$ cat config.mk
export PLATFORM = sky130hd
export DESIGN_NAME = fifo_stream_output_stage_flat
export DESIGN_NICKNAME = d
export VERILOG_FILES = /design/src/rtl/fifo_stream_output_stage_pkg.sv /design/src/rtl/fifo_stream_output_stage_if.sv /design/src/rtl/fifo_stream_output_storage.sv /design/src/rtl/fifo_stream_output_stage.sv /design/src/flat_wrapper.sv
export SDC_FILE = /design/constraint.sdc
export NUM_CORES = 1
export LEC_CHECK = 0
export ABC_AREA = 1
export CELL_PAD_IN_SITES_DETAIL_PLACEMENT = 1
export CELL_PAD_IN_SITES_GLOBAL_PLACEMENT = 1
export CORE_MARGIN = 10
export CORE_UTILIZATION = 34
export DETAILED_ROUTE_END_ITERATION = 12
export PLACE_DENSITY_LB_ADDON = 0.25
export SYNTH_ARGS = -nofsm -noshare
export SYNTH_HDL_FRONTEND = slang
export SYNTH_SLANG_ARGS = --single-unit
$ cat constraint.sdc
create_clock -name clock -period 2.45 [get_ports clock]
set_input_delay 0.49 -clock clock [delete_from_list [all_inputs] [get_ports clock]]
set_output_delay 0.49 -clock clock [all_outputs]
set_load 0.02 [all_outputs]
$ cat src/rtl/fifo_stream_output_stage_pkg.sv
// Shared definitions for the FIFO stream output stage: local occupancy encodings.
package fifo_stream_output_stage_pkg;

  // Number of words held locally by the output stage (head plus skid).
  typedef enum logic [1:0] {
    OCC_EMPTY = 2'd0,
    OCC_ONE   = 2'd1,
    OCC_TWO   = 2'd2
  } occ_t;

endpackage

$ cat src/rtl/fifo_stream_output_stage_if.sv
// Valid/ready stream interface carried between the output stage and its consumer.
interface fifo_stream_output_stage_if #(
  parameter int WIDTH = 8
);
  logic             out_valid;
  logic             out_ready;
  logic [WIDTH-1:0] out_data;

  // Producer side: drives valid/data, receives ready.
  modport master (
    output out_valid,
    output out_data,
    input  out_ready
  );

  // Consumer side: receives valid/data, drives ready.
  modport slave (
    input  out_valid,
    input  out_data,
    output out_ready
  );
endinterface

$ cat src/rtl/fifo_stream_output_storage.sv
// Head and skid word registers for the output stage. The head register is the
// visible output word; the skid register absorbs one extra word read from the
// FIFO while the consumer is stalled.
module fifo_stream_output_storage #(
  parameter int WIDTH = 8
) (
  input  logic             clock,
  input  logic             reset,
  input  logic [WIDTH-1:0] in_data,
  input  logic             load_head,   // head <= in_data
  input  logic             shift_skid,  // head <= skid
  input  logic             load_skid,   // skid <= in_data
  output logic [WIDTH-1:0] head,
  output logic [WIDTH-1:0] skid
);

  logic [WIDTH-1:0] head_reg;
  logic [WIDTH-1:0] skid_reg;

  // Word registers; shift and skid load may happen together in the same cycle.
  always_ff @(posedge clock) begin
    if (reset) begin
      head_reg <= '0;
      skid_reg <= '0;
    end else begin
      if (shift_skid) begin
        head_reg <= skid_reg;
      end else if (load_head) begin
        head_reg <= in_data;
      end
      if (load_skid) begin
        skid_reg <= in_data;
      end
    end
  end

  assign head = head_reg;
  assign skid = skid_reg;

endmodule

$ cat src/rtl/fifo_stream_output_stage.sv
// Two-entry output stage between a FIFO controller (read strobe, same-cycle
// head data) and a valid/ready stream consumer. Sustains one word per cycle,
// keeps out_valid independent of out_ready, and counts completed handshakes.
module fifo_stream_output_stage
  import fifo_stream_output_stage_pkg::*;
#(
  parameter int WIDTH       = 8,
  parameter int COUNT_WIDTH = 16
) (
  input  logic                   clock,
  input  logic                   reset,
  input  logic                   flush,
  input  logic                   fifo_empty,
  output logic                   fifo_read_enable,
  input  logic [WIDTH-1:0]       fifo_read_data,
  fifo_stream_output_stage_if.master stream,
  output logic [1:0]             occupancy,
  output logic [COUNT_WIDTH-1:0] transfer_count
);

  occ_t                   occ_reg;
  logic [COUNT_WIDTH-1:0] count_reg;

  logic             out_valid;
  logic             pop;
  logic             read;
  logic             load_head;
  logic             shift_skid;
  logic             load_skid;
  logic [WIDTH-1:0] head;
  logic [WIDTH-1:0] skid;

  // Valid depends only on local state and flush, never on out_ready.
  assign out_valid = (occ_reg != OCC_EMPTY) & ~flush;
  assign pop       = out_valid & stream.out_ready;
  // A read is only issued when there is room now or a pop frees room this cycle.
  assign read      = ~fifo_empty & ~flush & ((occ_reg != OCC_TWO) | pop);

  // Decode storage controls from occupancy, read and pop.
  always_comb begin
    load_head  = 1'b0;
    shift_skid = 1'b0;
    load_skid  = 1'b0;
    unique case (occ_reg)
      OCC_EMPTY: begin
        load_head = read;
      end
      OCC_ONE: begin
        load_head = read & pop;
        load_skid = read & ~pop;
      end
      OCC_TWO: begin
        shift_skid = pop;
        load_skid  = pop & read;
      end
      default: begin
        load_head  = 1'b0;
      end
    endcase
  end

  fifo_stream_output_storage #(
    .WIDTH(WIDTH)
  ) u_storage (
    .clock      (clock),
    .reset      (reset),
    .in_data    (fifo_read_data),
    .load_head  (load_head),
    .shift_skid (shift_skid),
    .load_skid  (load_skid),
    .head       (head),
    .skid       (skid)
  );

  // Occupancy FSM; reset beats flush, flush beats read/pop.
  always_ff @(posedge clock) begin
    if (reset) begin
      occ_reg <= OCC_EMPTY;
    end else if (flush) begin
      occ_reg <= OCC_EMPTY;
    end else begin
      unique case (occ_reg)
        OCC_EMPTY: begin
          if (read) occ_reg <= OCC_ONE;
        end
        OCC_ONE: begin
          if (read & ~pop)      occ_reg <= OCC_TWO;
          else if (~read & pop) occ_reg <= OCC_EMPTY;
        end
        OCC_TWO: begin
          if (pop & ~read) occ_reg <= OCC_ONE;
        end
        default: begin
          occ_reg <= OCC_EMPTY;
        end
      endcase
    end
  end

  // Handshake counter; wraps naturally and ignores flush.
  always_ff @(posedge clock) begin
    if (reset) begin
      count_reg <= '0;
    end else if (pop) begin
      count_reg <= count_reg + 1'b1;
    end
  end

  assign fifo_read_enable = read;
  assign stream.out_valid = out_valid;
  assign stream.out_data  = head;
  assign occupancy        = occ_reg;
  assign transfer_count   = count_reg;

  // The skid word only reaches the output through the head register.
  logic unused_skid;
  assign unused_skid = ^skid;

endmodule

$ cat src/flat_wrapper.sv
// flat-port wrapper written by rule: the top's interface ports become plain ports
module fifo_stream_output_stage_flat import fifo_stream_output_stage_pkg::*;
#(
  parameter int WIDTH       = 8,
  parameter int COUNT_WIDTH = 16
)
  (clock, reset, flush, fifo_empty, fifo_read_enable, fifo_read_data, occupancy, transfer_count, stream_out_valid, stream_out_data, stream_out_ready);
  fifo_stream_output_stage_if #(.WIDTH(WIDTH)) stream_i ();
  input  logic clock;
  input  logic reset;
  input  logic flush;
  input  logic fifo_empty;
  output logic fifo_read_enable;
  input  logic [WIDTH-1:0] fifo_read_data;
  output logic [1:0] occupancy;
  output logic [COUNT_WIDTH-1:0] transfer_count;
  output wire logic [$bits(stream_i.out_valid)-1:0] stream_out_valid;
  output wire logic [$bits(stream_i.out_data)-1:0] stream_out_data;
  input wire logic [$bits(stream_i.out_ready)-1:0] stream_out_ready;
  assign stream_out_valid = stream_i.out_valid;
  assign stream_out_data = stream_i.out_data;
  assign stream_i.out_ready = stream_out_ready;
  fifo_stream_output_stage #(.WIDTH(WIDTH), .COUNT_WIDTH(COUNT_WIDTH)) u_core (.clock(clock), .reset(reset), .flush(flush), .fifo_empty(fifo_empty), .fifo_read_enable(fifo_read_enable), .fifo_read_data(fifo_read_data), .stream(stream_i), .occupancy(occupancy), .transfer_count(transfer_count));
endmodule
==> metrics.yaml <==
run_status:
  status: "finished, final reports clean"
min_path:
  hold_end: "u_core.transfer_count[9]"
  min_path_cells: 2
  worstHoldPathType: "register to register"
  min_from: "u_core.transfer_count[9]"
setup_path:
  worst_setup_path_end_kind: "output pin"
  critPathKind: "input pin to output pin"
  regToRegSetupSlack_ns: 0.21
  worst_r2r_path_depth: 13
  reg2reg_to: "u_core.u_storage.skid[5]"
  cp.arrival_ns: 1.83
  slowest_delay_ns: 0.48
  path_cells: "clkdlybuf4s50_1 -> or2_2 -> nand2_1 -> nand2_1 -> inv_1 -> dlygate4sd2_1"
  cp-start-kind: "input pin"
  crit_family: "buffers and inverters"
  path_max_fanout: 3
  path_buf_inv: 3
  r2r_start: "u_core.occupancy[0]"
  required_ns: 1.96
  slowest_stage: "clkdlybuf4s50_1"
  path_common_cell: "nand2_1"
clocking:
  cts_tree: "built"
  clk_latency_ns: 0.28
  cts_buffers: 5
  clock_path_buffers: 2
  cts-root-buf: "clkbuf_8"
  clkTransAtPathRegs_ns: 0.07
  cts.sinks: 34
  htree_levels: 2
sta:
  tns_ns: 0
  final-setup-viol-count: 0
  relSlewSlack: 0.740
  setup_slack_ns: 0.128
  finalHoldViolCount: 0
  drv_slew: 0
  min_period_ns: 2.32
  max_freq_ghz: 0.431
  worstMarginPinSlew_ns: 0.387
  rsz0062_at_grt: "true"
  skew_ns: 0.00268
  finalCritPeriodShare: 0.948
synthesis:
  postSynthAreaPerCell_sq_um: 6.93
  ys_seq_area_frac: 0.399
  synthDistinctLibCells: 23
  ys_ff_latch: 34
  synth-warning-count: 0
  netlist_instances: 246
  synthesis.nets: 267
  synth_area_sq_mm: 0.00171
drt:
  post-route-drc-count: 0
  vias_per_cell: 4.56
  wirelength_mm: 4.55
  drtAntennaViolNets: 0
  drtIter0Drc: 33
  wire_per_inst_microns: 12.4
  via_count: 1674
  first_pass_iters: 4
pwr:
  p_sw_frac: 0.270
  p_int_mw: 0.892
  seqPwrFrac: 0.479
  switching_power_mw: 0.329
  p_comb_frac: 0.170
  p_per_area_mw_per_mm2: 522
  peakVddDrop_mv: 0.239
  pwr-share-clk: 0.351
  power_leakage_nw: 1.04
die:
  start_util: 0.356
  die_h_microns: 90.8
  coreArea_sq_mm: 0.00479
  die_width_microns: 90.8
  io_pins: 41
  dieArea_sq_mm: 0.00825
  placementRows: 25
cells_and_area:
  largest_reg_flops: 16
  drive_gt1_frac: 0.103
  fin_area_sq_mm: 0.00234
  fin_util: 0.488
  nets: 320
  antenna_cells: 0
  area_growth_syn_to_layout_pct: 37.1
place:
  io_buffer_count: 40
  dpl_cell_area_sq_mm: 0.00224
  dp_slack_ns: -0.222
  hpwlAfterDp_mm: 3.64
  place.gp.congestion: 0.775
global_routing:
  grt_pass1_vias: 1733
  grt_pass1_wl_mm: 8.19
  antenna_found_initial: 0
  overflow: 0
  grt_max_degree: 19
  grt_use_total: 0.117
flow_run:
  drv_cap: 0
==> tightest hold or removal path, stage by stage, from the launching register on <==
cell and delay, ns:
dfxtp_1 0.32, inv_1 0.05, a21oi_1 0.05
==> per-layer routing <==
| layer | up-vias | track usage | share of wire |
|---|---|---|---|
| met5 | - | 0 | 0 |
| met4 | 0 | 0.0379 | 0.013 |
| met3 | 6 | 0.0391 | 0.049 |
| met2 | 25 | 0.199 | 0.50 |
| met1 | 766 | 0.134 | 0.44 |
| li1 | 877 | - | - |
==> synthesized netlist by cell type <==
cell	number	area, sq um
nor3_1	2	10.0
nand2_4	2	22.5
nand4_1	3	18.8
a31oi_1	1	6.26
nand3_1	9	45.0
nor2_4	3	33.8
o21a_1	1	7.51
a21oi_1	11	55.1
nor2_1	54	203
nor3b_2	1	12.5
buf_4	1	7.51
dfxtp_1	34	681
o21ai_0	22	110
or2_2	1	6.26
inv_1	26	97.6
nand3b_1	1	7.51
buf_2	1	5.00
xor2_1	1	8.76
inv_2	3	11.3
nand2_1	58	218
nand3_4	2	35.0
ha_1	8	100
clkbuf_1	1	3.75
==> worst max path at each step <==
stage                         from                       end  slack, ns  cells after the start
5_1_grt        u_core.occupancy[0]  u_core.u_storage.skid[3]      -0.02                     14
2_1_floorplan  u_core.occupancy[1]  u_core.u_storage.skid[0]       0.02                     14
3_3_place_gp                 flush          fifo_read_enable      -0.12                      6
3_5_place_dp                 flush  u_core.u_storage.skid[6]      -0.22                     13
6_report                     flush          fifo_read_enable       0.13                      6
4_1_cts        u_core.occupancy[1]          stream_out_valid       0.01                      5
==> power groups by stage <==
stage                     sequential, mW  clock, mW  combinational, mW
final                              0.585      0.428              0.208
after global routing               0.587      0.474              0.232
after CTS                          0.586      0.444              0.211
after detailed placement           0.598          0              0.209
after global placement             0.597          0              0.205
after floorplan                    0.616          0             0.0879
==> repair_timing <==
item                                    4_1_cts  5_1_grt
gates resized for setup                       1        4
setup buffers                                 0        0
endpoints found under the setup margin        1        9
pin swaps                                     0        0
hold buffers                                  0        0
==> cell usage in the layout, fill, tap and decap left out, drive strengths merged <==
| cell | instances |
|---|---|
| nand4 | 3 |
| nand2 | 60 |
| ha | 8 |
| clkbuf | 7 |
| clkdlybuf4s50 | 38 |
| nor3b | 1 |
| a21oi | 11 |
| o21a | 1 |
| o21ai | 22 |
| dfxtp | 34 |
| nand3b | 1 |
| buf | 9 |
| clkinv | 1 |
| nor2 | 57 |
| dlygate4sd2 | 1 |
| dlymetal6s2s | 1 |
| a31oi | 1 |
| xor2 | 1 |
| nor3 | 2 |
| inv | 29 |
| or2 | 1 |
| nand3 | 11 |
==> per-stage QoR <==
stage               power, mW  cells  hold slack [ns]
global route             1.29    367            0.492
global placement        0.802    359            0.450
floorplan               0.704    246            0.455
finish                   1.22    367            0.463
CTS                      1.24    367            0.470
detailed placement      0.807    359            0.459
==> area by class of cell <==
class                      count  area, sq um
sequential                    34          682
inverter                      29          109
fill                         644         2450
clock inverter                 1         5.00
multi-input combinational    180          902
clock buffer                   7         86.3
tap                           67         83.8
timing repair buffer          49          469
==> cells by family (layout without fill, tap and decap cells) <==
| logic type | after synthesis | count (layout) | synth area share |
|---|---|---|---|
| buf+inv | 32 | 86 | 0.0734 |
| flops | 34 | 34 | 0.399 |
| simple gates | 136 | 136 | 0.359 |
| compound gates | 35 | 35 | 0.105 |
| xor+xnor | 1 | 1 | 0.00514 |
| fa+ha+maj | 8 | 8 | 0.0587 |
No activity file was read; power rests on OpenSTA's default activity.
